### src/rtl/frame_config_sequencer.sv
// Frame configuration sequencer: parses a 32-bit configuration word stream,
// assembles NumberOfRows-word frames into FrameData, then emits a one-cycle
// FrameStrobe with the target column and a one-hot frame address for the
// per-column frame select decoders.
module frame_config_sequencer #(
  parameter int MaxFramesPerCol  = 20,
  parameter int FrameSelectWidth = 5,
  parameter int NumColumns       = 10,
  parameter int NumberOfRows     = 16,
  parameter int FrameBitsPerRow  = 32
) (
  input  logic                                  CLK,
  input  logic                                  resetn,
  input  logic [31:0]                           WriteData,
  input  logic                                  WriteStrobe,
  output logic [NumberOfRows*FrameBitsPerRow-1:0] FrameData,
  output logic [MaxFramesPerCol-1:0]            FrameAddress,
  output logic [FrameSelectWidth-1:0]           FrameSelect,
  output logic                                  FrameStrobe,
  output logic                                  ConfigActive,
  output logic                                  FrameError
);

  typedef enum logic [1:0] {
    IDLE   = 2'd0,
    HEADER = 2'd1,
    DATA   = 2'd2
  } state_t;

  localparam logic [31:0] SYNC_WORD   = 32'hFAB0_FAB1;
  localparam logic [31:0] DESYNC_WORD = 32'hFAB0_FAB0;
  localparam int          ROW_BITS    = FrameBitsPerRow;
  localparam int          ROW_W       = (NumberOfRows > 1) ? $clog2(NumberOfRows) : 1;
  localparam logic [ROW_W-1:0] LAST_ROW = ROW_W'(NumberOfRows - 1);
  // One extra bit so a column limit of 2**FrameSelectWidth is representable.
  localparam logic [FrameSelectWidth:0] NUM_COLS = (FrameSelectWidth + 1)'(NumColumns);
  localparam logic [7:0]  MAX_IDX     = 8'(MaxFramesPerCol);
  localparam logic [MaxFramesPerCol-1:0] ADDR_ONE = MaxFramesPerCol'(1);

  state_t                      state;
  logic [ROW_W-1:0]            row_cnt;
  logic [FrameSelectWidth-1:0] pend_col;
  logic [6:0]                  pend_idx;
  logic                        discard;

  // Header field decode of the current word.
  logic [FrameSelectWidth-1:0] hdr_col;
  logic [6:0]                  hdr_idx;
  logic                        is_header;
  logic                        hdr_bad;

  assign hdr_col   = WriteData[23 +: FrameSelectWidth];
  assign hdr_idx   = WriteData[22:16];
  assign is_header = (WriteData[31:28] == 4'hA);
  // The index is range-checked on the full 7-bit field so an out-of-range
  // index can never alias onto a legal one-hot position.
  assign hdr_bad   = ({1'b0, hdr_col} >= NUM_COLS) || ({1'b0, hdr_idx} >= MAX_IDX);

  // Parser FSM, frame assembly and registered strobe launch.
  always_ff @(posedge CLK or negedge resetn) begin
    if (!resetn) begin
      state        <= IDLE;
      row_cnt      <= '0;
      pend_col     <= '0;
      pend_idx     <= '0;
      discard      <= 1'b0;
      // NOTE: FrameData is a plain register bank driven straight to the
      // decoders, so it is reset with everything else; a RAM would not be.
      FrameData    <= '0;
      FrameAddress <= '0;
      FrameSelect  <= '0;
      FrameStrobe  <= 1'b0;
      ConfigActive <= 1'b0;
      FrameError   <= 1'b0;
    end else begin
      // NOTE: defaults at the top of a clocked block make these true one-cycle
      // pulses; any later non-blocking assignment in the same cycle wins.
      FrameStrobe  <= 1'b0;
      FrameAddress <= '0;

      if (WriteStrobe) begin
        case (state)
          IDLE: begin
            if (WriteData == SYNC_WORD) begin
              state        <= HEADER;
              ConfigActive <= 1'b1;
              FrameError   <= 1'b0;
            end
          end

          HEADER: begin
            if (WriteData == DESYNC_WORD) begin
              state        <= IDLE;
              ConfigActive <= 1'b0;
            end else if (WriteData == SYNC_WORD) begin
              FrameError <= 1'b0;
            end else if (is_header) begin
              // Only pending registers change here, so a header arriving
              // during a strobe cycle never disturbs FrameSelect/FrameAddress.
              pend_col <= hdr_col;
              pend_idx <= hdr_idx;
              row_cnt  <= '0;
              discard  <= hdr_bad;
              if (hdr_bad) FrameError <= 1'b1;
              state    <= DATA;
            end else begin
              FrameError <= 1'b1;
            end
          end

          DATA: begin
            // NOTE: non-blocking assignment everywhere in sequential logic so
            // every register samples pre-edge values regardless of order.
            FrameData[ROW_BITS*row_cnt +: ROW_BITS] <= WriteData;
            if (row_cnt == LAST_ROW) begin
              row_cnt <= '0;
              state   <= HEADER;
              discard <= 1'b0;
              // A discarded frame is still fully consumed to keep the stream
              // aligned; it just never reaches the decoders.
              if (!discard) begin
                FrameStrobe  <= 1'b1;
                FrameSelect  <= pend_col;
                FrameAddress <= ADDR_ONE << pend_idx;
              end
            end else begin
              row_cnt <= row_cnt + 1'b1;
            end
          end

          default: state <= IDLE;
        endcase
      end
    end
  end

endmodule

### config.mk
export PLATFORM = sky130hd
export DESIGN_NAME = frame_config_sequencer
export DESIGN_NICKNAME = d
export VERILOG_FILES = /design/src/rtl/frame_config_sequencer.sv
export SDC_FILE = /design/constraint.sdc
export NUM_CORES = 1
export LEC_CHECK = 0
export ABC_AREA = 0
export CAP_MARGIN = 5
export CORE_ASPECT_RATIO = 1.25
export CORE_MARGIN = 8
export CORE_UTILIZATION = 25
export DETAILED_ROUTE_END_ITERATION = 8
export GPL_TIMING_DRIVEN = 0
export SYNTH_ARGS = -nofsm -noshare
export SYNTH_HDL_FRONTEND = slang
export SYNTH_SLANG_ARGS = --single-unit
### constraint.sdc
create_clock -name CLK -period 5.5 [get_ports CLK]
set_clock_uncertainty 0.1 [all_clocks]
set_input_delay 1.1 -clock CLK [delete_from_list [all_inputs] [get_ports CLK]]
set_output_delay 1.1 -clock CLK [all_outputs]
set_load 0.02 [all_outputs]
---- After elaboration in Yosys (flattened, before gate mapping) ----
Index checks and enable logic that the tools add are counted.
storage, ports and cells
  flip-flop bits (word level) ............. 559
  word-level logic and storage cells ...... 82
operators by class
  add/subtract/negate cells ............... 2
  magnitude comparators ................... 2
  shift operators ......................... 3
  equality and inequality tests ........... 15
  reductions and logical operators ........ 12
  bitwise gates (word level) .............. 3
  multiplexer cells ....................... 34
operator list
  operator                                                  number
  bitwise mux 512 bit                                       1
  variable shift 32 x 34 -> 512 bit (first input constant)  1
  indexed part select 32 x 34 -> 512 bit                    1
  two-way mux 20 bit                                        4
  == test 32 bit (second input constant)                    2
  negator 9 -> 34 bit                                       1
  AND reduction 5 bit                                       4
  left shift 1 x 7 -> 20 bit (first input constant)         1
  two-way mux 4 bit                                         4
  two-way mux 1 bit                                         15
  != test 2 bit (second input constant)                     6
  two-way mux 2 bit                                         5
  == test 4 bit (second input constant)                     2
  case mux 4 bit (2 select lines)                           1
  AND reduction 4 bit                                       2
  >= comparator 7 x 5 -> 1 bit (second input constant)      1
  != test 3 bit (second input constant)                     2
  case mux 1 bit (2 select lines)                           3
  case mux 2 bit (3 select lines)                           1
  AND reduction 6 bit                                       1
  >= comparator 5 x 4 -> 1 bit (second input constant)      1
  adder 4 x 1 -> 4 bit (second input constant)              1
  != test 4 bit (second input constant)                     1
  nonzero test 2 bit                                        2
  other kinds (6)                                           8

---- Depth between registers and ports, before layout ----
  word-level depth ........................ 7
  mapped depth ............................ 10

---- Worst setup path after synthesis ----
OpenSTA, ideal clock, no wires.
  kind .................................... input to register
  start ................................... input WriteStrobe
  end ..................................... register FrameData[230]
  data required time ...................... 5275 ps
  buffers on the path ..................... 3
  setup time .............................. 125 ps
  arrival time ............................ 2488 ps
  path slack .............................. 2787 ps
  stages on the path ...................... 6
  path through ............................ and4bb_2 -> buf_2 -> o2111a_1 -> clkbuf_1 -> buf_2 -> mux2_2
on the way
  word-level cells in the longest chain between the ends .. 1
ends and longest elaborated chain
  element                               line  source
  start, declared                       15    input logic WriteStrobe,
  AND reduction 2 bit (no source line)  --
  end signal, assigned by index         114   FrameData[ROW_BITS*row_cnt +: ROW_BITS] <= WriteData;
  end, declared                         16    output logic [NumberOfRows*FrameBitsPerRow-1:0] FrameData,
Every way passes these cells.
A chain may end at the register's enable or synchronous reset.

---- Worst setup path in the final report ----
  start ................................... register row_cnt[0]
  end ..................................... register FrameData[461]
on the way
  word-level cells in the longest chain between the ends .. 3
  elaborated cells between the ends (all ways) .. 4
ends and longest elaborated chain
  element                                                                                      line  source
  start, declared                                                                              41    logic [ROW_W-1:0] row_cnt;
  start signal, assigned                                                                       127   row_cnt <= row_cnt + 1'b1;
  negator 9 -> 34 bit (*)                                                                      114
  indexed part select 32 x 34 -> 512 bit or variable shift 32 x 34 -> 512 bit (tied branches)  114
  bitwise mux 512 bit (*)                                                                      114
Mark *: on every way between the ends. The rest lies on a longest branch, timed or not.

==> summary.txt <==
Clocking
  • CTS Buf Count: 58
  • Hold_buf cts: 0
  • Postcts setup bufs: 0
  • # resized after CTS: 0
  • Skew-Pair Late Insertion Delay: between 0.6 and 0.7 ns
  • CTS tree: built
  • Htree depth: 2
  • Longest Clk Path Bufs: 3
  • Clock Pin Slew Worst Setup and Hold Paths: roughly 0.07 ns
  • Root buffer cell: clkbuf_16
  • Clock tree sinks: 559

Yosys
  • Dominant synthesized flop cell: dfrtp_1
  • Netlist cell types: 54
  • EDFF count, synth: 0
  • Post-Synth XOR/XNOR Area: 0.0771%
  • Adder-cell share of the synthesized area: 0.178%
  • Post-synthesis mux area share: roughly an eighth
  • Post-Syn Nets: between 1.5k and 2k
  • Post-synth ARST share: between 90% and 100%
  • Avg Inst Size Synth: roughly 12 sq um
  • Ys Warns: 0
  • Cells after synthesis: 1751
  • Seq/Total Area, Yosys: between 60% and 70%
  • Largest family of logic cells by synthesized area: multiplexers
  • Synth Area in Compound Gates: between 9 and 10%
  • Post-synthesis register bit count: 559
  • Area of the mapped netlist: roughly 21000 sq um
  • Simple-gate portion of the synthesized area: roughly 8.4%

Pwr
  • P_leak: around 13 nW
  • Max rail drop VDD: around 0.27 mV
  • Pwr dens: 273 nW/um^2

Timing
  • Setup TNS Final: 0 ns
  • Slew at the pin closest to its max-slew limit: roughly 1.2 ns
  • Maximum operating frequency: ~260 MHz
  • Tcrit/Tclk final: 69.4%
  • Slew Viols, Final: 0
  • Final worst path period need: 3.82 ns
  • RSZ-0062 raised after global routing: false
  • Slew headroom: approximately a fifth
  • Final Hold Vio Count: 0
  • Final setup fails: 0

Setup path
  • Most used cell, CP: buf_2
  • Critical path class: reg2reg
  • WP data required: around 6 ns
  • Worst path bufs/invs: 4
  • CP max stage delay: a little over 0.7 ns
  • Cell Chain, Critical Path: buf_2 > inv_1 > ha_1 > nor3b_1 > nor4_1 > nand2b_1 > clkbuf_1 > buf_2 > mux2_2
  • Crit-path max FO: 10
  • Critical Path AT: 4.23 ns
  • Cell family with most CP delay: buffers and inverters
  • Setup crit start kind: register
  • CP Capture Type: register
  • Slowest stage cell, crit path: nor3b_1

Floorplanning
  • Std-Cell Rows: between 100 and 150
  • Die height: 341 microns
  • Initial Util: 25.1%
  • DIE WIDTH: approximately 280 microns
  • # IOs: about 580
  • Core ar.: 84000 sq um
  • Die area: roughly 94000 sq um

Global route
  • Initial antenna violation count: 12
  • First-pass GRT wire length: about 120000 microns
  • All-Layer GR Usage: approximately 18%
  • Largest net degree at the start of global routing: between 100 and 150
  • Vias in the first global route: around 16k
  • Grt ovf: 0

Placement
  • IO buf count: approximately 560
  • Post-DP HPWL: between 60000 and 70000 microns
  • GPL Wtd Cong: 0.791
  • Area after DPL: 28200 sq um

Run status
  • Status: complete, no violations

Final layout
  • Share of post-route cells with drive strength above 1: between 10 and 15%
  • Post-Route Utilization: a little over a third
  • Final #Nets: 2413
  • P&R area growth vs syn: 42.6%
  • Final std cell area, no fill: about 30000 sq um

Detailed routing
  • Wirelength per Cell: roughly 24 microns
  • DR vias/cell: 4.53
  • Via count: 15.9k
  • DRC Markers: 0
  • DRT antenna net count: 0
  • DR iter-0 viols: 1017
  • WL final: around 86000 microns
  • Initial DRT Pass Iterations: 5

Worst hold path
  • Type of the worst min-delay path: in2async

Run
  • Max_cap viols: 0
[sequential cells by signal, indices dropped and copies added, names as in the netlist]
name,flops
discard,1
FrameStrobe,1
pend_idx,7
row_cnt,4
pend_col,5
FrameSelect,5
FrameError,1
FrameData,512
FrameAddress,20
state,2
ConfigActive,1
[through the flow]
step,power (mW),cells,setup slack [ns],hold WS (ns)
after floorplan,4.24,1751,2.79,0.342
after global placement,4.44,3395,-22.98,0.357
after detailed placement,4.44,3404,1.23,0.365
after CTS,8.33,3507,1.49,0.263
after global routing,8.48,3507,1.33,0.294
final,8.20,3512,1.68,0.285
[Yosys cell counts (2+ instances only)]
library cell	number	area, sq um
nor2_1	16	60.1
nor4b_1	2	17.5
o31ai_1	37	278
a31oi_1	2	12.5
dfrtp_1	559	14000
nand3_1	5	25.0
buf_2	22	110
clkbuf_1	113	424
buf_6	3	33.8
a21o_1	3	22.5
inv_1	40	150
a22o_1	3	26.3
a21oi_1	4	20.0
mux2_2	221	2490
nor4bb_1	4	40.0
nor2b_1	5	31.3
and4_1	2	17.5
or3b_2	3	26.3
nand2b_1	4	25.0
nand2_1	322	1210
mux2_1	2	22.5
and4b_1	2	20.0
o2111ai_1	3	26.3
nor3_1	16	80.1
o21ai_0	311	1560
ha_1	3	37.5
nand3b_1	5	37.5
nor3b_1	3	22.5
nand4_1	9	56.3
nor4_1	2	12.5
or3_1	2	12.5
[path summary, 6_finish.rpt]
kind,start,to,cells past startpoint,slack [ns]
worst max-delay path,row_cnt[0],FrameData[461],9,1.68
worst min-delay path,resetn,FrameData[142],1,0.28
worst max register to register,row_cnt[0],FrameData[461],9,1.68
worst min register to register,FrameData[441],FrameData[441],2,0.37
max in group asynchronous,resetn,FrameData[111],3,3.50
min in group CLK,FrameData[441],FrameData[441],2,0.37
[report_power, final]
part | leakage [nW] | internal [mW] | total [mW] | switching, mW
sequential | 7.80 | 4.11 | 4.11 | 0.00000000325
combinational | 4.67 | 0.0313 | 0.237 | 0.205
clock | 0.915 | 2.16 | 3.85 | 1.70
[cell usage in the layout, fill, tap and decap left out, drive strengths merged, types with 4 or more instances in the layout]
cell             n
nand2          322
mux2           223
clkbuf         200
clkinv          13
diode            5
clkdlybuf4s50  554
nand3b           5
nand4            9
dfrtp          559
nand3            6
a21oi            4
buf             36
nor4bb           4
nor2            16
o31ai           38
nor3            16
o21ai          312
nor2b            5
inv             44
nand2b           4
o2111ai          4
[cells by family after synthesis]
logic type,Yosys count
XOR/XNOR,1
flip-flops,559
buffers and inverters,180
multiplexers,223
adder cells (fa/ha/maj),3
AND/OR/NAND/NOR,412
AO/OA/AOI/OAI,373
[final cells by class]
class                   instances  area [sq um]
diodes                          5          12.5
flip-flops and latches        559         14000
repair buffers                564          5730
plain buffers                 139           576
clock buffers                  87          1720
inverters                      41           154
clock inverters                16           120
well taps                    1089          1360
fillers                      8398         53900
multi-input cells            1012          6410
[layer usage]
metal / global-route usage [%] / wire length, microns
met4: 6.37 / 3240
met2: 30.0 / 41500
met5: 0 / 13
met1: 20.4 / 33600
met3: 6.29 / 7250
No activity file was read; power rests on OpenSTA's default activity.
